$ cat src/rtl/keypad_pkg.sv
// Shared key codes, scanner FSM states and the row/column to key-code map.
// Latency: none (types and a pure function only).
// Backpressure: none.
package keypad_pkg;

   localparam logic [3:0] KEY_NONE = 4'd0;
   localparam logic [3:0] KEY_ZERO = 4'd10;
   localparam logic [3:0] KEY_STAR = 4'd11;
   localparam logic [3:0] KEY_HASH = 4'd12;

   typedef enum logic [1:0] {
      IDLE     = 2'd0,
      PRESS_DB = 2'd1,
      HELD     = 2'd2,
      REL_DB   = 2'd3
   } kp_state_e;

   // Row-major keypad: rows 0..2 carry digits 1..9, row 3 is '*', '0', '#'.
   function automatic logic [3:0] key_code(input logic [1:0] row, input logic [1:0] col);
      logic [3:0] code;
      if (row == 2'd3) begin
         case (col)
            2'd0:    code = KEY_STAR;
            2'd1:    code = KEY_ZERO;
            default: code = KEY_HASH;
         endcase
      end else begin
         code = {2'b00, row} * 4'd3 + {2'b00, col} + 4'd1;
      end
      return code;
   endfunction

endpackage

$ cat src/rtl/keypad_sync.sv
// Two-flop synchronizer for asynchronous keypad row lines.
// Latency: 2 clocks from d_i to q_o.
// Backpressure: none; samples every clock.
module keypad_sync #(
   parameter int W = 4
) (
   input  logic         clk,
   input  logic         rst,
   input  logic [W-1:0] d_i,
   output logic [W-1:0] q_o
);

   logic [W-1:0] meta_q;
   logic [W-1:0] sync_q;

   // Two back-to-back flops; the first may go metastable, the second is used.
   always_ff @(posedge clk) begin
      if (rst) begin
         meta_q <= '0;
         sync_q <= '0;
      end else begin
         meta_q <= d_i;
         sync_q <= meta_q;
      end
   end

   assign q_o = sync_q;

endmodule

$ cat src/rtl/keypad_scan.sv
// 4x3 keypad scanner: column drive, frame-level debounce, held key code plus strobe (auto-repeat under KEYPAD_REPEAT_EN).
// Latency: key_data/key_valid registered one clock after the frame-end sample; press accepted after DEBOUNCE_FRAMES equal frames.
// Backpressure: none; key_valid is a one-cycle strobe the consumer must take when it fires.
module keypad_scan
   import keypad_pkg::*;
#(
   parameter int SCAN_DIV        = 24999,
   parameter int DEBOUNCE_FRAMES = 20,
   parameter int REPEAT_FRAMES   = 250
) (
   input  logic       clk,
   input  logic       rst,
   input  logic [3:0] key_row,
   output logic [2:0] key_col,
   output logic [3:0] key_data,
   output logic       key_valid
);

   localparam int               DIV_W   = (SCAN_DIV > 0) ? $clog2(SCAN_DIV + 1) : 1;
   localparam logic [DIV_W-1:0] DIV_MAX = DIV_W'(SCAN_DIV);
   localparam logic [7:0]       DB_MAX  = 8'(DEBOUNCE_FRAMES);

   if (DEBOUNCE_FRAMES < 1 || DEBOUNCE_FRAMES > 255 ||
       REPEAT_FRAMES < 1 || REPEAT_FRAMES > 255) begin : g_bad_param
      $error("keypad_scan: DEBOUNCE_FRAMES and REPEAT_FRAMES must be 1..255");
   end

   // ------------------------------------------------------------------
   // Row synchronizer
   // ------------------------------------------------------------------
   logic [3:0] row_s;

   keypad_sync #(.W(4)) u_sync (
      .clk (clk),
      .rst (rst),
      .d_i (key_row),
      .q_o (row_s)
   );

   // ------------------------------------------------------------------
   // Column divider and ring
   // ------------------------------------------------------------------
   logic [DIV_W-1:0] div_q;
   logic [2:0]       col_q;
   logic [1:0]       col_idx;
   logic             dwell_end;
   logic             frame_end;

   assign dwell_end = (div_q == DIV_MAX);
   assign col_idx   = col_q[2] ? 2'd2 : (col_q[1] ? 2'd1 : 2'd0);
   assign frame_end = dwell_end && (col_idx == 2'd2);

   // Count out each column dwell, then rotate the one-hot column drive.
   always_ff @(posedge clk) begin
      if (rst) begin
         div_q <= '0;
         col_q <= 3'b001;
      end else if (dwell_end) begin
         div_q <= '0;
         col_q <= {col_q[1:0], col_q[2]};
      end else begin
         div_q <= div_q + DIV_W'(1);
      end
   end

   // ------------------------------------------------------------------
   // Frame encoder: accumulate hits over three dwells, reject ghosts
   // ------------------------------------------------------------------
   logic [1:0] hits_q, hits_d;          // saturates at 2: "two or more"
   logic [3:0] acc_code_q, acc_code_d;
   logic [2:0] row_cnt;
   logic [1:0] row_idx;
   logic [2:0] tot_hits;
   logic [3:0] tot_code;
   logic [3:0] frame_code;

   // Fold this dwell's row sample into the running frame hit count and code.
   always_comb begin
      row_cnt = 3'(row_s[0]) + 3'(row_s[1]) + 3'(row_s[2]) + 3'(row_s[3]);
      row_idx = 2'd0;
      for (int r = 3; r >= 0; r--) begin
         if (row_s[r]) row_idx = 2'(r);
      end
      tot_hits   = {1'b0, hits_q} + row_cnt;
      tot_code   = (row_cnt == 3'd1) ? key_code(row_idx, col_idx) : acc_code_q;
      frame_code = (frame_end && tot_hits == 3'd1) ? tot_code : KEY_NONE;
      hits_d     = hits_q;
      acc_code_d = acc_code_q;
      if (frame_end) begin
         hits_d     = '0;
         acc_code_d = KEY_NONE;
      end else if (dwell_end) begin
         hits_d     = (tot_hits > 3'd2) ? 2'd2 : tot_hits[1:0];
         acc_code_d = tot_code;
      end
   end

   // Hold the partial-frame accumulation between dwells.
   always_ff @(posedge clk) begin
      if (rst) begin
         hits_q     <= '0;
         acc_code_q <= KEY_NONE;
      end else begin
         hits_q     <= hits_d;
         acc_code_q <= acc_code_d;
      end
   end

   // ------------------------------------------------------------------
   // Debounce FSM
   // ------------------------------------------------------------------
   kp_state_e  state_q, state_d;
   logic [7:0] cnt_q, cnt_d;
   logic [3:0] cand_q, cand_d;
   logic [3:0] data_q, data_d;
   logic       valid_q, valid_d;
   logic       accept;
   logic       rel_done;
   logic       rep_fire;

   // State, debounce counter and press candidate.
   always_ff @(posedge clk) begin
      if (rst) begin
         state_q <= IDLE;
         cnt_q   <= '0;
         cand_q  <= KEY_NONE;
      end else begin
         state_q <= state_d;
         cnt_q   <= cnt_d;
         cand_q  <= cand_d;
      end
   end

   // Transitions happen only at frame end; a held key must fully release before another is taken.
   always_comb begin
      state_d  = state_q;
      cnt_d    = cnt_q;
      cand_d   = cand_q;
      accept   = 1'b0;
      rel_done = 1'b0;
      if (frame_end) begin
         case (state_q)
            IDLE: begin
               if (frame_code != KEY_NONE) begin
                  cand_d = frame_code;
                  if (DB_MAX == 8'd1) begin
                     accept  = 1'b1;
                     cnt_d   = '0;
                     state_d = HELD;
                  end else begin
                     cnt_d   = 8'd1;
                     state_d = PRESS_DB;
                  end
               end
            end
            PRESS_DB: begin
               if (frame_code == cand_q) begin
                  cnt_d = cnt_q + 8'd1;
                  if (cnt_d == DB_MAX) begin
                     accept  = 1'b1;
                     cnt_d   = '0;
                     state_d = HELD;
                  end
               end else begin
                  cnt_d   = '0;
                  state_d = IDLE;
               end
            end
            HELD: begin
               if (frame_code != data_q) begin
                  if (DB_MAX == 8'd1) begin
                     rel_done = 1'b1;
                     cnt_d    = '0;
                     state_d  = IDLE;
                  end else begin
                     cnt_d   = 8'd1;
                     state_d = REL_DB;
                  end
               end
            end
            REL_DB: begin
               if (frame_code != data_q) begin
                  cnt_d = cnt_q + 8'd1;
                  if (cnt_d == DB_MAX) begin
                     rel_done = 1'b1;
                     cnt_d    = '0;
                     state_d  = IDLE;
                  end
               end else begin
                  cnt_d   = '0;
                  state_d = HELD;
               end
            end
         endcase
      end
   end

`ifdef KEYPAD_REPEAT_EN
   localparam logic [7:0] REP_MAX = 8'(REPEAT_FRAMES);
   logic [7:0] rep_q, rep_d;

   // Count steady HELD frames; a bounce through REL_DB pauses rather than restarts the count.
   always_comb begin
      rep_d    = rep_q;
      rep_fire = 1'b0;
      if (accept) begin
         rep_d = '0;
      end else if (frame_end && state_q == HELD && frame_code == data_q) begin
         if (rep_q + 8'd1 == REP_MAX) begin
            rep_d    = '0;
            rep_fire = 1'b1;
         end else begin
            rep_d = rep_q + 8'd1;
         end
      end
   end

   // Repeat frame counter.
   always_ff @(posedge clk) begin
      if (rst) rep_q <= '0;
      else     rep_q <= rep_d;
   end
`else
   assign rep_fire = 1'b0;
`endif

   // Output decode: new code with strobe on accept, silent clear on release, bare strobe on repeat.
   always_comb begin
      data_d  = data_q;
      valid_d = accept | rep_fire;
      if (accept) begin
         data_d = (state_q == IDLE) ? frame_code : cand_q;
      end else if (rel_done) begin
         data_d = KEY_NONE;
      end
   end

   // Registered key outputs.
   always_ff @(posedge clk) begin
      if (rst) begin
         data_q  <= KEY_NONE;
         valid_q <= 1'b0;
      end else begin
         data_q  <= data_d;
         valid_q <= valid_d;
      end
   end

   assign key_col   = col_q;
   assign key_data  = data_q;
   assign key_valid = valid_q;

endmodule
$ cat config.mk
export PLATFORM = sky130hd
export DESIGN_NAME = keypad_scan
export DESIGN_NICKNAME = d
export VERILOG_FILES = /design/src/rtl/keypad_pkg.sv /design/src/rtl/keypad_sync.sv /design/src/rtl/keypad_scan.sv
export SDC_FILE = /design/constraint.sdc
export NUM_CORES = 1
export LEC_CHECK = 0
export ABC_AREA = 1
export ABC_CLOCK_PERIOD_IN_PS = 3900
export CAP_MARGIN = 20
export CORE_MARGIN = 3
export CORE_UTILIZATION = 40
export DETAILED_ROUTE_END_ITERATION = 8
export PLACE_DENSITY = 0.65
export SLEW_MARGIN = 20
export SYNTH_ARGS = -nofsm -noshare
export SYNTH_HDL_FRONTEND = slang
export SYNTH_SLANG_ARGS = --single-unit
$ cat constraint.sdc
create_clock -name clk -period 3.9 [get_ports clk]
set_input_delay 0.78 -clock clk [delete_from_list [all_inputs] [get_ports clk]]
set_output_delay 0.78 -clock clk [all_outputs]
set_load 0.03 [all_outputs]
==> Word level (Yosys, flattened, before mapping) <==
Cells that the tools add are included.
{ "totals": {"wordCells": 82, "reg_bits": 51, "out_inout_bits": 8, "inputBits": 6} }
{ "op_classes": {"magnitude_cmp": 1, "muxes": 34, "reduce_logical": 11, "eq_ne": 16, "mul": 1, "addsub": 8} }
{ "ops": {"columns": ["op", "n"], "rows": [
  ["8-bit two-way mux", 5],
  ["8-bit case mux with 4 select lines", 1],
  ["2-bit two-way mux", 12],
  ["4-bit two-way mux", 6],
  ["15-bit by 1-bit adder with 15-bit output (second input constant)", 1],
  ["15-bit equality test (second input constant)", 1],
  ["8-bit by 1-bit adder with 8-bit output (second input constant)", 1],
  ["2-bit equality test (second input constant)", 4],
  ["8-bit by 5-bit equality test with 1-bit output (second input constant)", 1],
  ["1-bit two-way mux", 8],
  ["2-bit case mux with 4 select lines", 1],
  ["3-bit by 1-bit equality test with 1-bit output (second input constant)", 2],
  ["3-bit inequality test (second input constant)", 2],
  ["3-bit case mux with 2 select lines", 1],
  ["3-bit AND reduction", 2],
  ["5-bit AND reduction", 1],
  ["4-bit by 1-bit adder with 4-bit output (second input constant)", 1],
  ["4-bit by 2-bit adder with 4-bit output", 1],
  ["2-bit by 1-bit equality test with 1-bit output (second input constant)", 2],
  ["4-bit equality test", 1],
  ["2-bit logical NOT", 2],
  ["2-bit by 2-bit multiplier with 4-bit output (second input constant)", 1],
  ["2-bit inequality test (second input constant)", 2],
  ["4-bit inequality test", 1],
  ["9 further kinds", 11]
]} }

==> Logic depth before layout (Yosys ltp) <==
{ "logic_depth": {"depth_word": 16, "depth_mapped": 22, "mapped_depth_nobuf": 22} }

==> Hierarchy <==
From an unflattened synthesis, not the netlist that was laid out.
{ "hier_totals": {"hier_cells": 420, "hier_area_um2": 2994.1} }
{ "by_module_without_submodules": {"columns": ["module", "n_inst", "area_per_inst_um2", "seq_area_each_um2", "cells_each"], "rows": [
  ["keypad_scan", 1, 2762.6, 860.8, 395],
  ["keypad_sync", 1, 231.5, 160.2, 25]
]} }

==> Worst setup path before layout <==
OpenSTA, ideal clock, no wires.
{ "synth_timing": {"kind": "register -> register", "start": "reg u_sync.sync_q[1], in the netlist u_sync.q_o[1]", "end": "reg state_q[0]", "arrival_ns": 3.097, "setup_slack_ns": 0.690, "path_stages_with_launch": 21, "path_buffers": 0, "synth_period_minus_slack_ns": 3.210, "setup_time_ns": 0.114, "required_time_ns": 3.786, "cell_sequence": "dfxtp_1 > fa_1 > ha_1 > ha_1 > fa_1 > inv_1 > nand2_1 > nor2_1 > inv_1 > nor2_2 > nand2_1 > nand2_1 > nand2_1 > nor2_2 > nand2_1 > nand2_1 > nand2_4 > nand2_4 > nand2_1 > nand2_1 > nor2_1"} }
{ "synth_between": {"elab_chain_len": 11, "word_cells_on_any_way": 27, "cone_classes": "add/sub (6); mul (1); eq/ne (9); mux (8); reduce/logical (3)"} }
{ "synth_rtl": {"columns": ["element", "line", "source"], "rows": [
  ["from (decl)", "keypad_sync.sv:14", "logic [W-1:0] sync_q;"],
  ["from (signal assigned)", "keypad_sync.sv:23", "sync_q <= meta_q;"],
  ["2-bit two-way mux (2 in a row)", "keypad_scan.sv:82", "if (row_s[r]) row_idx = 2'(r);"],
  ["2-bit by 2-bit multiplier with 4-bit output", "keypad_pkg.sv:28", "code = {2'b00, row} * 4'd3 + {2'b00, col} + 4'd1;"],
  ["4-bit by 2-bit adder with 4-bit output", "keypad_pkg.sv:28", null],
  ["4-bit by 1-bit adder with 4-bit output", "keypad_pkg.sv:28", null],
  ["4-bit two-way mux", "keypad_pkg.sv:21", "if (row == 2'd3) begin"],
  ["4-bit two-way mux", "keypad_scan.sv:85", "tot_code = (row_cnt == 3'd1) ? key_code(row_idx, col_idx) : acc_code_q;"],
  ["4-bit two-way mux *", "keypad_scan.sv:86", "frame_code = (frame_end && tot_hits == 3'd1) ? tot_code : KEY_NONE;"],
  ["4-bit inequality test (tied with other cells)", "keypad_scan.sv:170, keypad_scan.sv:182", null],
  ["3-bit inequality test (no source line) (tied with other cells)", null, null],
  ["5-bit AND reduction (no source line) or 2-bit case mux with 4 select lines (tied branches)", null, null],
  ["to (signal assigned)", "keypad_scan.sv:128", "state_q <= state_d;"],
  ["to (decl)", "keypad_scan.sv:112", "kp_state_e state_q, state_d;"]
]} }
Mark *: on every way between the ends. The rest lies on a longest branch, timed or not.
A chain may end at the register's enable or synchronous reset.

==> Final worst setup path <==
{ "layout_timing": {"start": "reg u_sync.sync_q[1], in the netlist u_sync.q_o[1]", "end": "reg cnt_q[0]"} }
{ "layout_between": {"elab_chain_len": 11, "word_cells_on_any_way": 25, "cone_classes": "add/sub (6); mul (1); eq/ne (7); mux (8); reduce/logical (3)"} }
{ "layout_rtl": {"columns": ["element", "line", "source"], "rows": [
  ["2-bit two-way mux (2 in a row)", "keypad_scan.sv:82", null],
  ["2-bit by 2-bit multiplier with 4-bit output", "keypad_pkg.sv:28", null],
  ["4-bit by 2-bit adder with 4-bit output", "keypad_pkg.sv:28", null],
  ["4-bit by 1-bit adder with 4-bit output", "keypad_pkg.sv:28", null],
  ["4-bit two-way mux", "keypad_pkg.sv:21", null],
  ["4-bit two-way mux", "keypad_scan.sv:85", null],
  ["4-bit two-way mux *", "keypad_scan.sv:86", null],
  ["4-bit inequality test (tied with other cells)", "keypad_scan.sv:170, keypad_scan.sv:182", null],
  ["8-bit two-way mux (tied with other cells)", "keypad_scan.sv:182", "if (frame_code != data_q) begin"],
  ["8-bit case mux with 4 select lines or 3-bit AND reduction (tied branches)", null, null],
  ["to (signal assigned)", "keypad_scan.sv:129", "cnt_q <= cnt_d;"],
  ["to (decl)", "keypad_scan.sv:113", "logic [7:0] cnt_q, cnt_d;"]
]} }
Marked as above.

==> results.cfg <==
[place]
io_buffers = 13
dp_hpwl_mm = 4.49
place_area_mm2 = 0.00310
gp_congestion = 0.834

[drt]
vias_per_cell = 4.80
ant_nets = 0
vias = 2594
drt-total-wl_mm = 5.91
drc = 0
drt_iter0_markers = 146
wl_per_cell_um = 10.9
dr.pass1.iters = 4

[sta]
period_share_pct = 89.4
worstMarginPinSlew_ps = 674
finalCriticalPeriod_ps = 3490
maxSlewHeadroom_pct = 54.9
finalHoldViolCount = 0
max_clock_freq_mhz = 287
tns_ps = 0
setup_violations = 0
drv_slew = 0
rsz0062_at_grt = no
clock_skew_ps = 6.69

[cts]
clock_sinks = 51
cts_hold_buf = 0
root_buffer = clkbuf_8
cts_buffers = 5
post_cts_buffers = 0
insertion_delay_ps = 300
clk_pin_slew_ps = 90
h-tree-depth = 2
clock_path_buffers = 2
cts_tree = built
post_cts_resized = 0

[pwr]
power_leakage_nw = 1.38
p_per_area_mw_per_mm2 = 323
ir_drop_mv = 0.145

[hold_path]
worstHoldPathType = reg2reg
hold_depth = 2
hold_end = u_sync.q_o[3]
min_from = u_sync.meta_q[3]

[finish]
syn_to_final_growth_pct = 13.3
filler_cell_count = 709
drive_gt1_share_pct = 8.56
diodes = 0
nets = 460
design_area_mm2 = 0.00324

[die]
core_mm2 = 0.00687
die_w_um = 90.6
num_rows = 30
num_io_pins = 14
die_h_um = 90.6
start_util_pct = 41.6
dieArea_mm2 = 0.00820

[critical_path]
critical_path.endpoint_type = flop
r2r.worst_path.cells = 20
r2r_setup_slack_ps = 410
setup.worst_path.start_class = flop
timing.rr.end = cnt_q[0]
startpoint = u_sync.q_o[1]
cp_max_fo = 9
criticalPathCategory = reg2reg
required_ps = 4100
r2r-start = u_sync.q_o[1]
cp.arrival_ps = 3690

[synthesis]
synth-compound-area-share_pct = 10.7
synth_edf_count = 0
synth.largest_area_cell = dfxtp_1
synthAdderAreaFrac_pct = 5.60
synth-warning-count = 0
synth_xor_area_share_pct = 2.14
synth_cells = 426
syn_nets = 443
synth.avg_cell_area_um2 = 6.71
ys_ff_latch = 51
synthMuxAreaShare_pct = 0
yosys.area_share.simple_pct = 35.8
synth_top_area_share_pct = 35.7
syn_area_mm2 = 0.00286
yosys-top-cells-area = dfxtp_1, nand2_1, inv_1
synth_top_family_by_area = simple AND/OR/NAND/NOR gates
async_flop_share_pct = 0
synth_cell_types = 32
yosys_most_used_dff = dfxtp_1
synth.yosys.seq_area_share_pct = 35.7

[status]
status = finished, final reports clean

[flow_run]
maxCapViolCount = 0

[global_routing]
grt_usage_pct = 14.6
gr-total-overflow = 0
grt_max_degree = 17
grt_first_pass_wirelength_mm = 10.1
grt_pass1_vias = 2216
antenna_found_initial = 0
-- cells in the mapped netlist, types with 2 or more instances --
library cell / count
fa_1: 3
nor3_1: 9
xor2_1: 6
a21oi_1: 28
inv_1: 63
nor2_2: 7
clkinv_1: 3
nand3_2: 3
ha_1: 8
clkbuf_1: 4
nor3b_1: 2
nand2_1: 84
nand3b_1: 4
or2_2: 2
a31oi_1: 3
nor4_1: 4
a211oi_1: 2
o21ai_1: 4
nand4_1: 5
nand3_1: 38
o21ai_0: 17
nand2_2: 5
nand2_4: 2
dfxtp_1: 51
inv_2: 7
nor2_1: 56
-- per-layer routing --
layer | global-route usage [%] | vias to the layer above | part of all wire, %
met4 | 3.83 | 0 | 1.0
met1 | 21.8 | 1148 | 53
met5 | 0 | - | 0
li1 | - | 1397 | -
met2 | 21.6 | 44 | 42
met3 | 2.58 | 5 | 3.1
-- per-stage QoR --
step | hold slack [ps] | utilization (%) | power (W) | std cells | setup slack, ps
floorplan | 388 | - | 0.000599 | 426 | 690
CTS | 412 | 47.2 | 0.00106 | 540 | 415
global placement | 391 | 45.2 | 0.000620 | 532 | 493
detailed placement | 397 | 45.2 | 0.000621 | 532 | 427
finish | 408 | 47.2 | 0.00105 | 540 | 413
global route | 418 | 47.2 | 0.00109 | 540 | 122
-- worst max-delay path by stage --
stage                 end  slack (ps)  cells past startpoint
6_report         cnt_q[0]         410                     20
5_1_grt          cnt_q[0]         120                     20
4_1_cts        state_q[0]         420                     20
3_5_place_dp   state_q[0]         430                     20
3_3_place_gp     cnt_q[0]         490                     20
2_1_floorplan  state_q[0]         690                     20
-- logic make-up after synthesis --
group / Yosys count
buffers and inverters: 77
and+or+nand+nor: 223
adders and majority gates: 11
DFF: 51
xor gates and xnor gates: 7
AOI/OAI and AO/OA: 57
-- critical path, stage by stage (launching register included) --
cell	delay (ps)
dfxtp_1	410
fa_1	440
ha_1	190
ha_1	320
fa_1	480
inv_1	70
nand2_1	40
nor2_1	160
inv_1	70
nor2_2	230
nand2_1	150
nand2_1	80
nand2_1	60
nor2_2	130
nand2_1	80
nand2_1	100
nand2_4	110
nand2_4	90
nand2_1	50
nand2_1	70
nor2_1	60
-- power breakdown --
part / internal (W) / switching [W]
Clock: 0.000256 / 0.000181
Combinational: 0.0000277 / 0.0000499
Sequential: 0.000527 / 0.00000460
Total: 0.000810 / 0.000236
-- flip-flops by register name, summed over array words and instances (netlist names) --
signal         cells
cnt_q              8
key_data           4
div_q             15
state_q            2
u_sync.meta_q      4
key_col            3
cand_q             4
u_sync.q_o         4
key_valid          1
hits_q             2
acc_code_q         4
-- final cells by class --
class / instances / area [µm²] / area share, %
multi-input cells: 298 / 1550 / 47.9
flip-flops and latches: 51 / 1020 / 31.5
clock buffers: 5 / 68.8 / 2.12
repair buffers: 14 / 138 / 4.25
well taps: 96 / 120 / 3.71
inverters: 73 / 274 / 8.46
clock inverters: 3 / 67.6 / 2.09
-- placed cells by master (no fill, tap or decap), types with 4 or more instances in the layout --
| cell type | count |
|---|---|
| xor2_1 | 6 |
| nand4_1 | 5 |
| ha_1 | 8 |
| inv_1 | 63 |
| o21ai_1 | 4 |
| dfxtp_1 | 51 |
| nor3_1 | 9 |
| inv_2 | 7 |
| nor2_1 | 56 |
| clkdlybuf4s50_1 | 13 |
| nand3_1 | 38 |
| nand3b_1 | 4 |
| nor2_2 | 7 |
| nand2_1 | 84 |
| a21oi_1 | 28 |
| nand2_2 | 5 |
| nor4_1 | 4 |
| o21ai_0 | 17 |
| clkbuf_8 | 5 |
No activity file was read; power rests on OpenSTA's default activity.
